[src/rtl/acc_pkg.sv]
// acc_pkg: loop-controller state and ordinary-command encodings for acc_bank.
// Revision 1.0
`timescale 1ns/1ps
`default_nettype none

package acc_pkg;

   typedef enum logic [1:0] {
      IDLE  = 2'd0,
      COUNT = 2'd1,
      DONE  = 2'd2
   } loop_state_e;

   typedef enum logic [2:0] {
      CMD_NONE = 3'd0,
      CMD_CLR  = 3'd1,
      CMD_LOAD = 3'd2,
      CMD_ALU  = 3'd3,
      CMD_INC  = 3'd4,
      CMD_DEC  = 3'd5
   } cmd_e;

   // Exactly one ordinary command wins per cycle; the rest are dropped.
   function automatic cmd_e decode_cmd(input logic clr, input logic wr, input logic alu,
                                       input logic inc, input logic dec);
      if (clr)      return CMD_CLR;
      else if (wr)  return CMD_LOAD;
      else if (alu) return CMD_ALU;
      else if (inc) return CMD_INC;
      else if (dec) return CMD_DEC;
      else          return CMD_NONE;
   endfunction

endpackage

`default_nettype wire

[src/rtl/acc_bank_if.sv]
// acc_bank_if: command, loop-control and read-port bundle of the accumulator bank.
// Revision 1.0
`timescale 1ns/1ps
`default_nettype none

interface acc_bank_if #(
   parameter int WIDTH = 16,
   parameter int NREGS = 4
);
   localparam int SEL_W = $clog2(NREGS);

   logic [SEL_W-1:0] sel;
   logic             clr_en;
   logic             write_en;
   logic             alu_to_ac;
   logic             inc_en;
   logic             dec_en;
   logic [WIDTH-1:0] data_in;
   logic [WIDTH-1:0] alu_out;
   logic             loop_start;
   logic             loop_abort;
   logic [SEL_W-1:0] rd_sel;
   logic [WIDTH-1:0] data_out;
   logic             zero;
   logic             carry;
   logic             loop_busy;
   logic             loop_done;

   modport master (
      output sel, clr_en, write_en, alu_to_ac, inc_en, dec_en, data_in, alu_out,
             loop_start, loop_abort, rd_sel,
      input  data_out, zero, carry, loop_busy, loop_done
   );

   modport slave (
      input  sel, clr_en, write_en, alu_to_ac, inc_en, dec_en, data_in, alu_out,
             loop_start, loop_abort, rd_sel,
      output data_out, zero, carry, loop_busy, loop_done
   );

endinterface

`default_nettype wire

[src/rtl/acc_loop_ctrl.sv]
// acc_loop_ctrl: hardware loop FSM that locks one entry and counts it down to zero.
// Revision 1.0
`timescale 1ns/1ps
`default_nettype none

module acc_loop_ctrl
   import acc_pkg::*;
#(
   parameter int SEL_W = 2
) (
   input  wire logic             clk,
   input  wire logic             rst_n,
   input  wire logic             start_i,
   input  wire logic             abort_i,
   input  wire logic [SEL_W-1:0] sel_i,
   input  wire logic             cnt_zero_i,
   input  wire logic             last_i,
   output logic                  start_ack_o,
   output logic                  dec_o,
   output logic [SEL_W-1:0]      lock_sel_o,
   output logic                  lock_match_o,
   output logic                  busy_o,
   output logic                  done_o
);

   loop_state_e      state_q, state_d;
   logic [SEL_W-1:0] lock_q, lock_d;

   always_ff @(posedge clk or negedge rst_n) begin
      if (!rst_n) begin
         state_q <= IDLE;
         lock_q  <= '0;
      end else begin
         state_q <= state_d;
         lock_q  <= lock_d;
      end
   end

   always_comb begin
      state_d     = state_q;
      lock_d      = lock_q;
      start_ack_o = 1'b0;
      dec_o       = 1'b0;
      case (state_q)
         IDLE: begin
            if (start_i) begin
               start_ack_o = 1'b1;
               lock_d      = sel_i;
               state_d     = cnt_zero_i ? DONE : COUNT;
            end
         end
         COUNT: begin
            // Abort freezes the entry: no decrement on the aborting edge.
            if (abort_i) begin
               state_d = IDLE;
            end else begin
               dec_o = 1'b1;
               if (last_i) state_d = DONE;
            end
         end
         DONE:    state_d = IDLE;
         default: state_d = IDLE;
      endcase
   end

   assign lock_sel_o   = lock_q;
   assign lock_match_o = (state_q == COUNT) && (sel_i == lock_q);
   assign busy_o       = (state_q != IDLE);
   assign done_o       = (state_q == DONE);

endmodule

`default_nettype wire

[src/rtl/acc_bank.sv]
// acc_bank: bank of NREGS accumulators with priority commands, carry flag and a loop counter.
// Revision 1.0
`timescale 1ns/1ps
`default_nettype none

module acc_bank
   import acc_pkg::*;
#(
   parameter int WIDTH = 16,
   parameter int NREGS = 4
) (
   input  wire logic  clk,
   input  wire logic  rst_n,
   acc_bank_if.slave  bus
);

   localparam int               SEL_W    = $clog2(NREGS);
   localparam logic [WIDTH-1:0] ONE      = WIDTH'(1);
   localparam logic [WIDTH-1:0] ALL_ONES = '1;

   logic [WIDTH-1:0] regs_q [NREGS];
   logic [WIDTH-1:0] regs_d [NREGS];
   logic             carry_q, carry_d;

   cmd_e             cmd;
   logic             cmd_exec;
   logic [WIDTH-1:0] tgt;
   logic [WIDTH-1:0] cmd_val;
   logic [WIDTH-1:0] rd_val;

   logic             start_ack;
   logic             loop_dec;
   logic [SEL_W-1:0] lock_sel;
   logic             lock_match;

   acc_loop_ctrl #(.SEL_W(SEL_W)) u_loop (
      .clk          (clk),
      .rst_n        (rst_n),
      .start_i      (bus.loop_start),
      .abort_i      (bus.loop_abort),
      .sel_i        (bus.sel),
      .cnt_zero_i   (bus.data_in == '0),
      .last_i       (regs_q[lock_sel] == ONE),
      .start_ack_o  (start_ack),
      .dec_o        (loop_dec),
      .lock_sel_o   (lock_sel),
      .lock_match_o (lock_match),
      .busy_o       (bus.loop_busy),
      .done_o       (bus.loop_done)
   );

   // An accepted loop_start owns this cycle's sel; a locked entry refuses commands.
   always_comb begin
      cmd      = decode_cmd(bus.clr_en, bus.write_en, bus.alu_to_ac, bus.inc_en, bus.dec_en);
      cmd_exec = (cmd != CMD_NONE) && !start_ack && !lock_match;
      tgt      = regs_q[bus.sel];
      cmd_val  = tgt;
      case (cmd)
         CMD_CLR:  cmd_val = '0;
         CMD_LOAD: cmd_val = bus.data_in;
         CMD_ALU:  cmd_val = bus.alu_out;
         CMD_INC:  cmd_val = tgt + ONE;
         CMD_DEC:  cmd_val = tgt - ONE;
         default:  cmd_val = tgt;
      endcase
   end

   always_comb begin
      for (int i = 0; i < NREGS; i++) begin
         regs_d[i] = regs_q[i];
         if (loop_dec && (lock_sel == SEL_W'(i)))
            regs_d[i] = regs_q[i] - ONE;
         if (bus.sel == SEL_W'(i)) begin
            if (start_ack)     regs_d[i] = bus.data_in;
            else if (cmd_exec) regs_d[i] = cmd_val;
         end
      end
   end

   always_comb begin
      carry_d = carry_q;
      if (cmd_exec && (cmd == CMD_INC)) carry_d = (tgt == ALL_ONES);
      if (cmd_exec && (cmd == CMD_DEC)) carry_d = (tgt == '0);
   end

   always_ff @(posedge clk or negedge rst_n) begin
      if (!rst_n) begin
         for (int i = 0; i < NREGS; i++) regs_q[i] <= '0;
         carry_q <= 1'b0;
      end else begin
         for (int i = 0; i < NREGS; i++) regs_q[i] <= regs_d[i];
         carry_q <= carry_d;
      end
   end

   assign rd_val       = regs_q[bus.rd_sel];
   assign bus.data_out = rd_val;
   assign bus.zero     = (rd_val == '0);
   assign bus.carry    = carry_q;

endmodule

`default_nettype wire

[src/flat_wrapper.sv]
// flat-port wrapper written by rule: the top's interface ports become plain ports
module acc_bank_flat import acc_pkg::*;
#(
   parameter int WIDTH = 16,
   parameter int NREGS = 4
)
  (clk, rst_n, bus_sel, bus_clr_en, bus_write_en, bus_alu_to_ac, bus_inc_en, bus_dec_en, bus_data_in, bus_alu_out, bus_loop_start, bus_loop_abort, bus_rd_sel, bus_data_out, bus_zero, bus_carry, bus_loop_busy, bus_loop_done);
  acc_bank_if #(.WIDTH(WIDTH), .NREGS(NREGS)) bus_i ();
  input  wire logic clk;
  input  wire logic rst_n;
  input wire logic [$bits(bus_i.sel)-1:0] bus_sel;
  input wire logic [$bits(bus_i.clr_en)-1:0] bus_clr_en;
  input wire logic [$bits(bus_i.write_en)-1:0] bus_write_en;
  input wire logic [$bits(bus_i.alu_to_ac)-1:0] bus_alu_to_ac;
  input wire logic [$bits(bus_i.inc_en)-1:0] bus_inc_en;
  input wire logic [$bits(bus_i.dec_en)-1:0] bus_dec_en;
  input wire logic [$bits(bus_i.data_in)-1:0] bus_data_in;
  input wire logic [$bits(bus_i.alu_out)-1:0] bus_alu_out;
  input wire logic [$bits(bus_i.loop_start)-1:0] bus_loop_start;
  input wire logic [$bits(bus_i.loop_abort)-1:0] bus_loop_abort;
  input wire logic [$bits(bus_i.rd_sel)-1:0] bus_rd_sel;
  output wire logic [$bits(bus_i.data_out)-1:0] bus_data_out;
  output wire logic [$bits(bus_i.zero)-1:0] bus_zero;
  output wire logic [$bits(bus_i.carry)-1:0] bus_carry;
  output wire logic [$bits(bus_i.loop_busy)-1:0] bus_loop_busy;
  output wire logic [$bits(bus_i.loop_done)-1:0] bus_loop_done;
  assign bus_i.sel = bus_sel;
  assign bus_i.clr_en = bus_clr_en;
  assign bus_i.write_en = bus_write_en;
  assign bus_i.alu_to_ac = bus_alu_to_ac;
  assign bus_i.inc_en = bus_inc_en;
  assign bus_i.dec_en = bus_dec_en;
  assign bus_i.data_in = bus_data_in;
  assign bus_i.alu_out = bus_alu_out;
  assign bus_i.loop_start = bus_loop_start;
  assign bus_i.loop_abort = bus_loop_abort;
  assign bus_i.rd_sel = bus_rd_sel;
  assign bus_data_out = bus_i.data_out;
  assign bus_zero = bus_i.zero;
  assign bus_carry = bus_i.carry;
  assign bus_loop_busy = bus_i.loop_busy;
  assign bus_loop_done = bus_i.loop_done;
  acc_bank #(.WIDTH(WIDTH), .NREGS(NREGS)) u_core (.clk(clk), .rst_n(rst_n), .bus(bus_i));
endmodule
[config.mk]
export PLATFORM = sky130hd
export DESIGN_NAME = acc_bank_flat
export DESIGN_NICKNAME = d
export VERILOG_FILES = /design/src/rtl/acc_pkg.sv /design/src/rtl/acc_bank_if.sv /design/src/rtl/acc_loop_ctrl.sv /design/src/rtl/acc_bank.sv /design/src/flat_wrapper.sv
export SDC_FILE = /design/constraint.sdc
export NUM_CORES = 1
export LEC_CHECK = 0
export CAP_MARGIN = 20
export CELL_PAD_IN_SITES_DETAIL_PLACEMENT = 1
export CELL_PAD_IN_SITES_GLOBAL_PLACEMENT = 2
export CORE_MARGIN = 4
export CORE_UTILIZATION = 40
export CTS_BUF_LIST = sky130_fd_sc_hd__clkbuf_2 sky130_fd_sc_hd__clkbuf_4 sky130_fd_sc_hd__clkbuf_8
export DETAILED_ROUTE_END_ITERATION = 12
export GPL_TIMING_DRIVEN = 1
export PLACE_DENSITY_LB_ADDON = 0.1
export SYNTH_ARGS = -nofsm -noshare
export SYNTH_HDL_FRONTEND = slang
export SYNTH_SLANG_ARGS = --single-unit
export TNS_END_PERCENT = 30
[constraint.sdc]
create_clock -name clk -period 6.13 [get_ports clk]
set_clock_uncertainty 0.15 [all_clocks]
set_input_delay 0.9195 -clock clk [delete_from_list [all_inputs] [get_ports clk]]
set_output_delay 0.9195 -clock clk [all_outputs]
set_load 0.02 [all_outputs]
==> reports/metrics.csv <==
metric,value,unit
outcome,"complete, no violations",
initial DRC count,555,
Syn Nets,741,
Top Family by Delay on Critical Path,compound AO/OA/AOI/OAI gates,
Final ANT Viol Nets,0,
Post-Synthesis Cells,677,
Placer Congestion,0.952,
Sw Pwr,1.48,mW
1st-pass router iterations,5,
final setup fails,0,
CTS tree,yes,
critical path data arrival time,5.15,ns
layout cells sized above 1,0.116,
sequential group share of total power,0.325,
CTS Sinks,69,
CP bufs+invs,2,
gr ovfl total,0,
Synth-to-Final Area Change,17.2,%
largest net degree at the start of global routing,70,
Critical Path Source Type,input pin,
Synth async-reset ratio,1.00,
prevailing post-synth register cell,dfrtp_1,
Max-cap violations,0,
CP Max Fanout,15,
Hold WS,0.386,ns
final layout net count,793,
ANT cells,0,
Slew HR,0.276,
Crit. End Element,register,
Num CTS Buffers,9,
GRT Resource Usage Total,0.294,
clock share of power,0.145,
vias in the first global route,6384,
Die Y-Extent,131,um
TNS Setup,0,ns
Yosys top cell area share,0.283,
Cell Rows,44,
Critical-path top delay cell,clkdlybuf4s50_1,
initial antenna violation count,0,
WL/cell,27.9,um
PortBufs,64,
Longest Clk Path Bufs,2,
placeable core region,14800,um2
Clock Pin Slew Worst Setup and Hold Paths,0.08,ns
later-pin clock latency in the skew report,0.38,ns
pwr dens,427,nW/um2
Pleak,2.67,nW
Hold Fails Final Rpt,0,
Max stage delay on crit path,1.07,ns
FMAX,198,MHz
"EDFF count, synth",0,
Post-DP HPWL,19.3,mm
clock root cell,clkbuf_8,
Setup Buffers After CTS,0,
CP Data Required Time,6.23,ns
H-tree levels,3,
Synth warnings,0,
"Cell Chain, Critical Path",clkdlybuf4s50_1 -> buf_4 -> mux4_2 -> ha_1 -> a21oi_1 -> o2111a_1 -> a211oi_2 -> a311oi_2 -> o31ai_1 -> xnor2_1 -> a21boi_1 -> o32ai_1,
Least-Margin Pin Slew,1.08,ns
CTS resizes,0,
worst vdd ir,0.225,mV
Netlist cell types,66,
Vias,6239,
# hold bufs at CTS,0,
Mean Syn Cell Area,9.00,um2
first-pass GRT wire length,39.5,mm
synth top area cells,"dfrtp_1, mux4_2, xnor2_1, o22ai_1, xor2_1",
Starting Density,0.413,
sequential share of the synthesized area,0.283,
synthesized flop and latch total,69,
Via density,6.80,
Die ar.,17300,um2
Post-Syn Area,6090,um2
WL final,25.6,mm
Int Power,1.57,mW
DIE WIDTH,131,um
"Slew Viols, Final",0,
WS Path Type,in -> reg,
Hold Path Class,reg -> reg,
period utilisation layout,0.824,
Switching Share,0.484,
setup repair after global routing missed its margin,false,
I/O pin count,65,
Logic pwr share,0.530,
Final Critical Period,5.05,ns
Yosys top cell by area,dfrtp_1,
# DRC,0,
[final timing paths]
kind,from,to,slack [ns],depth (start not counted)
hold reg to reg,u_core.bus.carry,u_core.bus.carry,0.39,2
setup reg to reg,u_core.regs_q[20],u_core.regs_q[61],2.38,10
setup / recovery,bus_sel[1],u_core.regs_q[61],1.08,12
hold / removal,u_core.bus.carry,u_core.bus.carry,0.39,2
max in group asynchronous,rst_n,u_core.regs_q[4],4.59,2
min in group asynchronous,rst_n,u_core.regs_q[16],0.62,2
[sequential cells by signal (all words and copies together) (netlist names)]
register and flops:
u_core.u_loop.state_q 2, u_core.regs_q 64, u_core.bus.carry 1, u_core.u_loop.lock_sel_o 2
[through the flow]
stage,std cells,worst slack [ns],util,instance area [um2],power (mW)
6_report,918,1.08,0.484,7140,3.05
5_1_grt,918,0.861,0.484,7140,3.21
4_1_cts,918,1.11,0.484,7140,3.02
3_5_place_dp,902,0.728,0.469,6920,2.56
3_3_place_gp,902,0.834,0.469,6920,2.51
2_1_floorplan,677,1.75,-,6090,1.92
[layout make-up]
type                            instances  area [um2]
Timing Repair Buffer                   80         756
Inverter                               14        52.6
Clock inverter                          6        86.3
Clock buffer                           10         138
Tap cell                              184         230
Fill cell                            1721        7610
Sequential cell                        69        1730
Multi-Input combinational cell        555        4160
[cells by family (layout without fill, tap and decap cells)]
| logic type | Yosys count | count (layout) | synth area share |
|---|---|---|---|
| muxes | 34 | 34 | 0.122 |
| DFF | 69 | 69 | 0.283 |
| adders and majority gates | 19 | 19 | 0.0402 |
| xor gates and xnor gates | 77 | 77 | 0.111 |
| AOI/OAI and AO/OA | 179 | 179 | 0.199 |
| buffers and inverters | 53 | 110 | 0.0355 |
| and+or+nand+nor | 246 | 246 | 0.209 |
[layer usage]
| metal | up-vias | track usage | part of all wire |
|---|---|---|---|
| met5 | - | 0 | 0 |
| met4 | 0 | 0.121 | 0.035 |
| met3 | 59 | 0.0577 | 0.081 |
| met2 | 328 | 0.464 | 0.46 |
| met1 | 3145 | 0.396 | 0.43 |
| li1 | 2707 | - | - |
[layout by cell type, fill, tap and decap left out, types with 25 or more instances in the layout]
master,synthesis,routed
nor2_1,55,55
mux4_2,31,31
nor3_1,25,25
nand2_1,47,47
xor2_1,27,27
dfrtp_1,69,69
nor4_1,26,26
o22ai_1,47,47
a21oi_1,38,38
clkdlybuf4s50_1,0,63
xnor2_1,50,50
[Yosys cell counts (3+ instances only)]
cell,count
dfrtp_1,69
nor2_1,55
xnor2_1,50
nand2_1,47
o22ai_1,47
a21oi_1,38
clkbuf_1,32
mux4_2,31
xor2_1,27
nor4_1,26
nor3_1,25
ha_1,18
o21ai_0,18
inv_1,13
nand3_1,13
or3_1,13
or2_2,10
or4_1,10
a22oi_1,9
nand4_1,9
a221oi_1,8
and2_1,8
nand2b_1,8
a31oi_1,6
nor2b_1,6
o31ai_1,6
o32ai_1,6
and3_1,5
o21ai_1,5
a21o_1,4
a21boi_0,3
and4_1,3
buf_1,3
o2111ai_1,3
o211ai_1,3
o21bai_1,3
o2bb2ai_1,3
[power by group through the flow]
stage               logic, mW  registers [mW]  clock network, mW
finish                   1.62           0.993              0.443
CTS                      1.60           0.974              0.448
global route             1.73            1.02              0.464
detailed placement       1.58           0.980                  0
global placement         1.54           0.971                  0
floorplan                1.08           0.841                  0
[worst reg2reg max path: cells and delay by family (launching register included)]
kind	cells	cell delay, ns
flops	1	0.47
compound gates	7	1.84
xor+xnor	1	0.20
mux	1	0.59
fa+ha+maj	1	0.37
No activity file was read; power rests on OpenSTA's default activity.
